### src/rtl/circuit2_operand_sequencer.sv
// Operand sequencer in front of circuit2: packs a serial word stream into (a, b, c),
// holds the triple through circuit2's register stage, then hands the z/x pair downstream.
module circuit2_operand_sequencer #(
    parameter int DATAWIDTH = 32,
    parameter int CNTWIDTH  = 16
) (
    input  logic                        clk,
    input  logic                        rst,
    input  logic signed [DATAWIDTH-1:0] in_data,
    input  logic                        in_valid,
    output logic                        in_ready,
    output logic signed [DATAWIDTH-1:0] a,
    output logic signed [DATAWIDTH-1:0] b,
    output logic signed [DATAWIDTH-1:0] c,
    input  logic signed [DATAWIDTH-1:0] z_in,
    input  logic signed [DATAWIDTH-1:0] x_in,
    output logic signed [DATAWIDTH-1:0] res_z,
    output logic signed [DATAWIDTH-1:0] res_x,
    output logic                        res_valid,
    input  logic                        res_ready,
    output logic                        busy,
    output logic [CNTWIDTH-1:0]         triple_count
);

    typedef enum logic [2:0] {
        LOAD_A  = 3'd0,
        LOAD_B  = 3'd1,
        LOAD_C  = 3'd2,
        SETTLE  = 3'd3,
        CAPTURE = 3'd4,
        OUT     = 3'd5
    } state_t;

    state_t                        r_state;
    state_t                        w_next;
    logic signed [DATAWIDTH-1:0]   r_a;
    logic signed [DATAWIDTH-1:0]   r_b;
    logic signed [DATAWIDTH-1:0]   r_c;
    logic signed [DATAWIDTH-1:0]   r_res_z;
    logic signed [DATAWIDTH-1:0]   r_res_x;
    logic [CNTWIDTH-1:0]           r_count;
    logic                          w_in_ready;
    logic                          w_res_valid;
    logic                          w_load_a;
    logic                          w_load_b;
    logic                          w_load_c;
    logic                          w_capture;
    logic                          w_res_fire;

    always_ff @(posedge clk) begin
        if (rst) begin
            r_state <= LOAD_A;
        end else begin
            r_state <= w_next;
        end
    end

    always_comb begin
        w_next      = r_state;
        w_in_ready  = 1'b0;
        w_res_valid = 1'b0;
        w_load_a    = 1'b0;
        w_load_b    = 1'b0;
        w_load_c    = 1'b0;
        w_capture   = 1'b0;
        w_res_fire  = 1'b0;
        unique case (r_state)
            LOAD_A: begin
                w_in_ready = 1'b1;
                w_load_a   = in_valid;
                if (in_valid) w_next = LOAD_B;
            end
            LOAD_B: begin
                w_in_ready = 1'b1;
                w_load_b   = in_valid;
                if (in_valid) w_next = LOAD_C;
            end
            LOAD_C: begin
                w_in_ready = 1'b1;
                w_load_c   = in_valid;
                if (in_valid) w_next = SETTLE;
            end
            // circuit2 registers x/z at the end of this cycle
            SETTLE: begin
                w_next = CAPTURE;
            end
            CAPTURE: begin
                w_capture = 1'b1;
                w_next    = OUT;
            end
            OUT: begin
                w_res_valid = 1'b1;
                w_res_fire  = res_ready;
                if (res_ready) w_next = LOAD_A;
            end
            default: begin
                w_next = LOAD_A;
            end
        endcase
    end

    // Operands change only on their own accept edge, so a partial reload mixes triples.
    always_ff @(posedge clk) begin
        if (rst) begin
            r_a     <= '0;
            r_b     <= '0;
            r_c     <= '0;
            r_res_z <= '0;
            r_res_x <= '0;
            r_count <= '0;
        end else begin
            if (w_load_a) r_a <= in_data;
            if (w_load_b) r_b <= in_data;
            if (w_load_c) r_c <= in_data;
            if (w_capture) begin
                r_res_z <= z_in;
                r_res_x <= x_in;
            end
            if (w_res_fire) r_count <= r_count + CNTWIDTH'(1);
        end
    end

    assign in_ready     = w_in_ready;
    assign res_valid    = w_res_valid;
    assign busy         = (r_state != LOAD_A);
    assign a            = r_a;
    assign b            = r_b;
    assign c            = r_c;
    assign res_z        = r_res_z;
    assign res_x        = r_res_x;
    assign triple_count = r_count;

endmodule

### config.mk
export PLATFORM = sky130hd
export DESIGN_NAME = circuit2_operand_sequencer
export DESIGN_NICKNAME = d
export VERILOG_FILES = /design/src/rtl/circuit2_operand_sequencer.sv
export SDC_FILE = /design/constraint.sdc
export NUM_CORES = 1
export LEC_CHECK = 0
export ABC_AREA = 1
export CORE_MARGIN = 2
export CORE_UTILIZATION = 39
export CTS_BUF_LIST = sky130_fd_sc_hd__clkbuf_16
export CTS_CLUSTER_DIAMETER = 120
export DETAILED_ROUTE_END_ITERATION = 7
export PLACE_DENSITY = 0.77
export SLEW_MARGIN = 10
export SYNTH_ARGS = -nofsm -noshare
export SYNTH_HDL_FRONTEND = slang
export SYNTH_SLANG_ARGS = --single-unit
### constraint.sdc
create_clock -name clk -period 1.3 [get_ports clk]
set_input_delay 0.195 -clock clk [delete_from_list [all_inputs] [get_ports clk]]
set_output_delay 0.195 -clock clk [all_outputs]
set_load 0.1 [all_outputs]
==> summary.txt, run 1 <==
Status = finished, violations left
Violated checks = setup timing
Initial DRC Count = 471
RSZ-0062 raised after global routing = true
Post-Route Skew = 9.17 ps
First-pass GRT wire length = 39.2 mm
Total CTS buffers = 17
H-tree depth = 4
Crit path time final = 1590 ps
YS warnings = 0
Maximum VDD drop = 1.20 mV
Max_cap viols = 0
Fill cells = 645
Post-route DRC = 0
Clock root cell = clkbuf_16
Startpoint Class = flip-flop
Fmax = 0.628 GHz
Final setup violating endpoints = 158
Sequential area share after synthesis = 0.539
Crit path DAT = 1950 ps
Mean Syn Cell Area = 7.70 um^2
Initial antenna violation count = 1
CTS Sinks = 179
Fin. max-slew vios = 0
Buffers on Ports = 278
Core Region = 16600 um^2
Area Growth Syn to Fin = 120%
GR Overflow Total = 0
Netlist cell types = 26
Router iterations before antenna repair = 6
Hold slack = 374 ps
Worst EP required = 1650 ps
Final RePlAce weighted congestion = 0.847
PD cells = 1310 nW/um^2
Vias in the first global route = 7374
CTS tree = done
Final worst slack = -292 ps
Die height = 135 um
Leakage = 5.76 nW
Share of cells above drive strength 1 = 0.470
Clk slew on worst S/H paths = 70 ps
Vias = 8057
Dpl cell area = 11700 um^2
CTS Buffer Depth = 2
Gr usage total = 0.279
Slew HR = 0.747
WL final = 33.9 mm
Die Area = 18100 um^2
Pre-CTS WS = -281 ps
Final Cycle Share = 1.22
Worst min path class = in2reg
Site Rows = 47
Commonest non-fill, non-tap cell in the layout = nor2_1
Final antenna-violating net count = 0
Final hold vios = 0
Most frequent cells in the layout = nor2_1, buf_12, dfxtp_1
Worst-path fanout max = 8
Starting Density = 0.400
Syn Std Cell Area = 6650 um^2
Via density = 5.57
Design Area, Final = 14600 um^2
Largest net degree at the start of global routing = 56
DP HPWL = 16.8 mm
Worst skew pair latency = 430 ps
Fin nets = 1313
Worst setup EP type = flip-flop
Synthesis-stage register bit count = 179
Die width = 135 um
Post-synthesis net count = 965
Critical path class = reg2reg
Cell count after synthesis = 864
Cts hold-fix bufs = 0
Least-Margin Pin Slew = 378 ps
Drt wl/cell = 23.5 um
Final core occ = 0.877
Boundary pin count = 279
Total negative setup slack = -21360 ps
==> report_power, final <==
part           total (mW)  switching (mW)  leakage, nW  internal, mW
logic                7.75            4.74         4.01          3.01
clock network        4.98            2.28        0.282          2.71
registers            6.45           0.588         1.47          5.86
total                19.2            7.60         5.76          11.6
==> per-stage QoR <==
stage	std cells	power [mW]
after floorplan	864	9.96
after detailed placement	1350	12.6
after global routing	1446	19.6
final	1446	19.2
after global placement	1350	12.5
after CTS	1404	17.8
==> cell usage after synthesis, drive strengths merged <==
| cell | number | area [um^2] |
|---|---|---|
| clkbuf | 29 | 114 |
| inv | 32 | 120 |
| nor3 | 5 | 25.0 |
| o21ai | 165 | 826 |
| nor2 | 355 | 1370 |
| a31oi | 1 | 6.26 |
| nand2 | 42 | 170 |
| a21oi | 10 | 50.1 |
| dfxtp | 179 | 3580 |
| nand4 | 9 | 71.3 |
| nand3 | 11 | 70.1 |
| ha | 1 | 12.5 |
| buf | 24 | 226 |
| nor3b | 1 | 7.51 |
==> worst max-delay path, stage by stage, from the launching register on <==
cell     delay [ps]
dfxtp_4         380
buf_6           140
buf_6           120
nor2_4          110
nand3_4         210
inv_8           170
buf_12          180
nor2_4           40
nor2_1          150
==> per-layer routing <==
metal | vias up | routed length (um) | track usage
met5 | - | 0 | 0
li1 | 3499 | - | -
met4 | 0 | 1830 | 0.114
met3 | 155 | 2920 | 0.0845
met1 | 3881 | 11700 | 0.301
met2 | 522 | 17500 | 0.508
==> path summary, 6_finish.rpt <==
kind / from / end / slack (ps) / cells after the start
worst max-delay path: r_state[0] / c[4] / -290 / 8
worst min-delay path: z_in[17] / res_z[17] / 370 / 3
worst max register to register: r_state[0] / c[4] / -290 / 8
worst min register to register: triple_count[4] / triple_count[4] / 500 / 2
==> area by class of cell <==
class / count / area [um^2] / share of cell area
antenna: 1 / 2.50 / 0.000171
clock buffer: 18 / 450 / 0.0309
clock inverter: 14 / 96.3 / 0.00660
inverter: 32 / 178 / 0.0122
multi-input combinational: 604 / 3800 / 0.260
sequential: 179 / 3650 / 0.250
tap: 220 / 275 / 0.0189
timing repair buffer: 377 / 6140 / 0.421
timing repair inverter: 1 / 11.3 / 0.000771
==> registers in the layout (all words and copies together) (netlist names) <==
register,flops
a,32
b,32
c,32
res_x,32
res_z,32
triple_count,16
r_state,3
==> what timing repair did <==
action                                  in CTS  in global routing
endpoints found under the hold margin        0                  0
gates cloned                                10                 24
endpoints found under the setup margin     181                176
pin swaps                                   13                152
buffers inserted                            13                 23
gates resized for setup                     86                424
==> cells by family (layout without fill, tap and decap cells) <==
group           Yosys count  count (layout)  share of synthesized area
flops                   179             179                      0.539
compound gates          176             176                      0.133
simple gates            423             427                      0.258
buf+inv                  85             442                     0.0692
other cells               0               1                          0
fa+ha+maj                 1               1                    0.00188
Power figures use the tool's default switching activity.
==> inputs of run 2 (changes only) <==
--- a/config.mk
+++ b/config.mk
@@ -7,11 +7,13 @@
 export LEC_CHECK = 0
 export ABC_AREA = 1
 export CORE_MARGIN = 2
-export CORE_UTILIZATION = 39
+export CORE_UTILIZATION = 55
 export CTS_BUF_LIST = sky130_fd_sc_hd__clkbuf_16
 export CTS_CLUSTER_DIAMETER = 120
 export DETAILED_ROUTE_END_ITERATION = 7
-export PLACE_DENSITY = 0.77
+export DONT_BUFFER_PORTS = 1
+export GPL_TIMING_DRIVEN = 1
+export PLACE_DENSITY = 0.73
 export SLEW_MARGIN = 10
 export SYNTH_ARGS = -nofsm -noshare
 export SYNTH_HDL_FRONTEND = slang
==> run 2 against run 1 <==
  * The run now fails in clock tree synthesis
  * Area after synthesis did not move
  * Synthesized cell count stayed put
==> summary.txt, run 2 <==
Boundary pin count = 279
Dpl cell area = 9210 um^2
Total CTS buffers = 17
Buffers on Ports = 0
Post-synthesis net count = 965
CTS Buffer Depth = 2
Site Rows = 40
Main combinational cell family by area after synthesis = simple AND/OR/NAND/NOR gates
Setup bufs post-CTS = 23
Netlist cell types = 26
Simple-gate portion of the synthesized area = 0.258
Cell count after synthesis = 864
Clock root cell = clkbuf_16
Cts hold-fix bufs = 98
Synth cell count leaders = nor2_1, dfxtp_1, o21ai_0, nand2_1, inv_1
Post-CTS sizing = 192
Fraction of registers with async set/reset = 0
Synth Area in Compound Gates = 0.133
Tool error = [ERROR DPL-0033] detailed placement checks failed during check placement.
Synth area leaders = dfxtp_1, nor2_1, o21ai_0
Status = aborted with a tool error
Post-Synth Adder-Cell Area = 0.00188
Syn Std Cell Area = 6650 um^2
XOR/XNOR share of the synthesized area = 0
Post-synth top area share = 0.539
Cell taking the most area after synthesis = dfxtp_1
CTS Sinks = 179
Synthesis-stage register bit count = 179
Mean Syn Cell Area = 7.70 um^2
YS warnings = 0
Exit stage = clock tree synthesis
Die width = 114 um
H-tree depth = 4
DP HPWL = 15.1 mm
Die height = 114 um
Number of flops mapped to enable cells by yosys = 0
Most numerous cell in the Yosys netlist = nor2_1
Dpl cells = 1164
Final RePlAce weighted congestion = 0.914
Multiplexer share of the synthesized area = 0
Starting Density = 0.558
Sequential area share after synthesis = 0.539
Most used DFF post-synth = dfxtp_1
run 2: cell counts after synthesis:
No cell type changed its count.
run 2: cells by family after synthesis:
logic type | count (synthesis)
buf+inv | 85
simple gates | 423
compound gates | 176
flops | 179
fa+ha+maj | 1
run 2: stage by stage:
stage	setup WS, ps	utilization	setup TNS [ps]
after floorplan	-304	-	-1550
after global placement	-74.6	0.774	-136
after detailed placement	-119	0.774	-1250
==> inputs of run 3 (changes only) <==
--- a/config.mk
+++ b/config.mk
@@ -7,13 +7,11 @@
 export LEC_CHECK = 0
 export ABC_AREA = 1
 export CORE_MARGIN = 2
-export CORE_UTILIZATION = 55
-export CTS_BUF_LIST = sky130_fd_sc_hd__clkbuf_16
-export CTS_CLUSTER_DIAMETER = 120
+export CORE_UTILIZATION = 40
 export DETAILED_ROUTE_END_ITERATION = 7
 export DONT_BUFFER_PORTS = 1
 export GPL_TIMING_DRIVEN = 1
-export PLACE_DENSITY = 0.73
+export PLACE_DENSITY_LB_ADDON = 0.15
 export SLEW_MARGIN = 10
 export SYNTH_ARGS = -nofsm -noshare
 export SYNTH_HDL_FRONTEND = slang
==> constraint.sdc (replaced) <==
create_clock -name clk -period 1.7 [get_ports clk]
set_input_delay 0.255 -clock clk [delete_from_list [all_inputs] [get_ports clk]]
set_output_delay 0.255 -clock clk [all_outputs]
set_load 0.1 [all_outputs]
==> run 3 against run 2 <==
  * The flow now finishes without violations
==> summary.txt, run 3 (synthesized netlist as in run 1, its figures left out) <==
Status = finished, final reports clean
Worst setup EP type = output port
Worst EP required = 1440 ps
Post-Layout Cell Count = 1298
Buffers on Ports = 0
Slowest CP cell = dfxtp_4
Total CTS buffers = 17
GR Overflow Total = 0
Initial DRC Count = 294
Worst min path class = in2reg
Clock network power share = 0.307
CP peak stage delay = 450 ps
Max Used Layer = met4
Met2 Wirelength = 9.39 mm
Delay-heaviest family, CP = flip-flops
Critical-path cell list = nand2_1 > nor2_4 > buf_6
Startpoint Class = flip-flop
Worst skew pair latency = 420 ps
Die Area = 17700 um^2
Largest net degree at the start of global routing = 103
Drt wl/cell = 15.1 um
Final core occ = 0.558
Post-route DRC = 0
Logic gate share of total power = 0.309
Area Growth Syn to Fin = 37.6%
Total net switching power = 4.71 mW
Clk slew on worst S/H paths = 60 ps
P_int = 7.30 mW
CTS Sinks = 179
WP buf/inv = 1
Maximum VDD drop = 0.717 mV
Dpl cells = 1221
Fin nets = 1166
Gr usage total = 0.215
Met3 wire len = 1.76 mm
Via density = 4.80
Final hold vios = 0
CTS tree = done
Max_cap viols = 0
Leakage = 3.90 nW
Die height = 133 um
RSZ-0062 raised after global routing = false
Critical path class = reg2out
Core Region = 16400 um^2
Initial antenna violation count = 0
Boundary pin count = 279
PD cells = 1310 nW/um^2
Least-Margin Pin Slew = 677 ps
M1 WL = 8.10 mm
Final RePlAce weighted congestion = 0.877
Vias in the first global route = 5960
Fill cells = 1536
Slew HR = 0.548
Inserted Diodes = 0
Fin. max-slew vios = 0
DP HPWL = 13.3 mm
Total negative setup slack = 0 ps
H-tree depth = 4
Share of cells above drive strength 1 = 0.237
Commonest non-fill, non-tap cell in the layout = nor2_1
Final Cycle Share = 0.955
Most frequent cells in the layout = nor2_1, buf_4, dfxtp_1
Setup bufs post-CTS = 0
Final antenna-violating net count = 0
Starting Density = 0.405
CTS Buffer Depth = 2
Net Sw Frac = 0.392
Vias = 6229
WL final = 19.5 mm
Crit path time final = 1620 ps
Fmax = 0.616 GHz
Final setup violating endpoints = 0
Worst-path fanout max = 8
Die width = 133 um
Seq pwr share = 0.385
Clock root cell = clkbuf_16
Router iterations before antenna repair = 5
Crit path DAT = 1370 ps
Site Rows = 47
First-pass GRT wire length = 30.2 mm
Post-Route Skew = 6.21 ps
run 3: worst reg2reg max path: cells and delay by family (launching register included):
kind                   cells  cell delay (ps)
buffers and inverters      1              510
and+or+nand+nor            4              470
DFF                        1              400
run 3: per-layer routing:
| layer | vias to the layer above | GRT usage |
|---|---|---|
| met2 | 233 | 0.373 |
| met3 | 23 | 0.0797 |
| met1 | 2818 | 0.242 |
| li1 | 3155 | - |
| met4 | 0 | 0.0771 |
| met5 | - | 0 |
run 3: power groups by stage:
stage	logic (mW)	registers [mW]	clock network (mW)
after floorplan	0.805	6.82	0
final	3.71	4.62	3.68
after global placement	3.57	4.70	0
after CTS	3.72	4.62	3.76
after global routing	3.88	4.64	3.95
after detailed placement	3.61	4.71	0
run 3: final timing paths:
path / slack (ps) / startpoint / to / cells after the start
max reg2reg: 250 / r_state[0] / a[7] / 5
min: 20 / in_data[23] / c[23] / 2
max: 80 / r_state[0] / res_valid / 3
min reg2reg: 490 / b[22] / b[22] / 2
run 3: what timing repair did:
item,4_1_cts,5_1_grt
hold endpoints to repair,87,0
resized for setup,7,1
endpoints found under the setup margin,3,2
hold buffers,45,0
run 3: layout make-up:
type                       instances  area [um^2]  area share
inverter                          32          121      0.0133
clock buffer                      23          488      0.0533
clock inverter                     9         70.1     0.00766
tap                              220          275      0.0301
sequential                       179         3610       0.394
timing repair buffer             235         1970       0.215
multi-input combinational        600         2620       0.287
run 3: per-stage QoR:
stage               cell area [um^2]  power, mW  hold slack (ps)  setup slack (ps)
global placement                8120       8.27              319               189
global route                    9150       12.5             10.9              18.6
detailed placement              8120       8.31              324               122
CTS                             9150       12.1            0.456              5.70
floorplan                       6680       7.63              317              26.6
finish                          9150       12.0             18.2              76.3
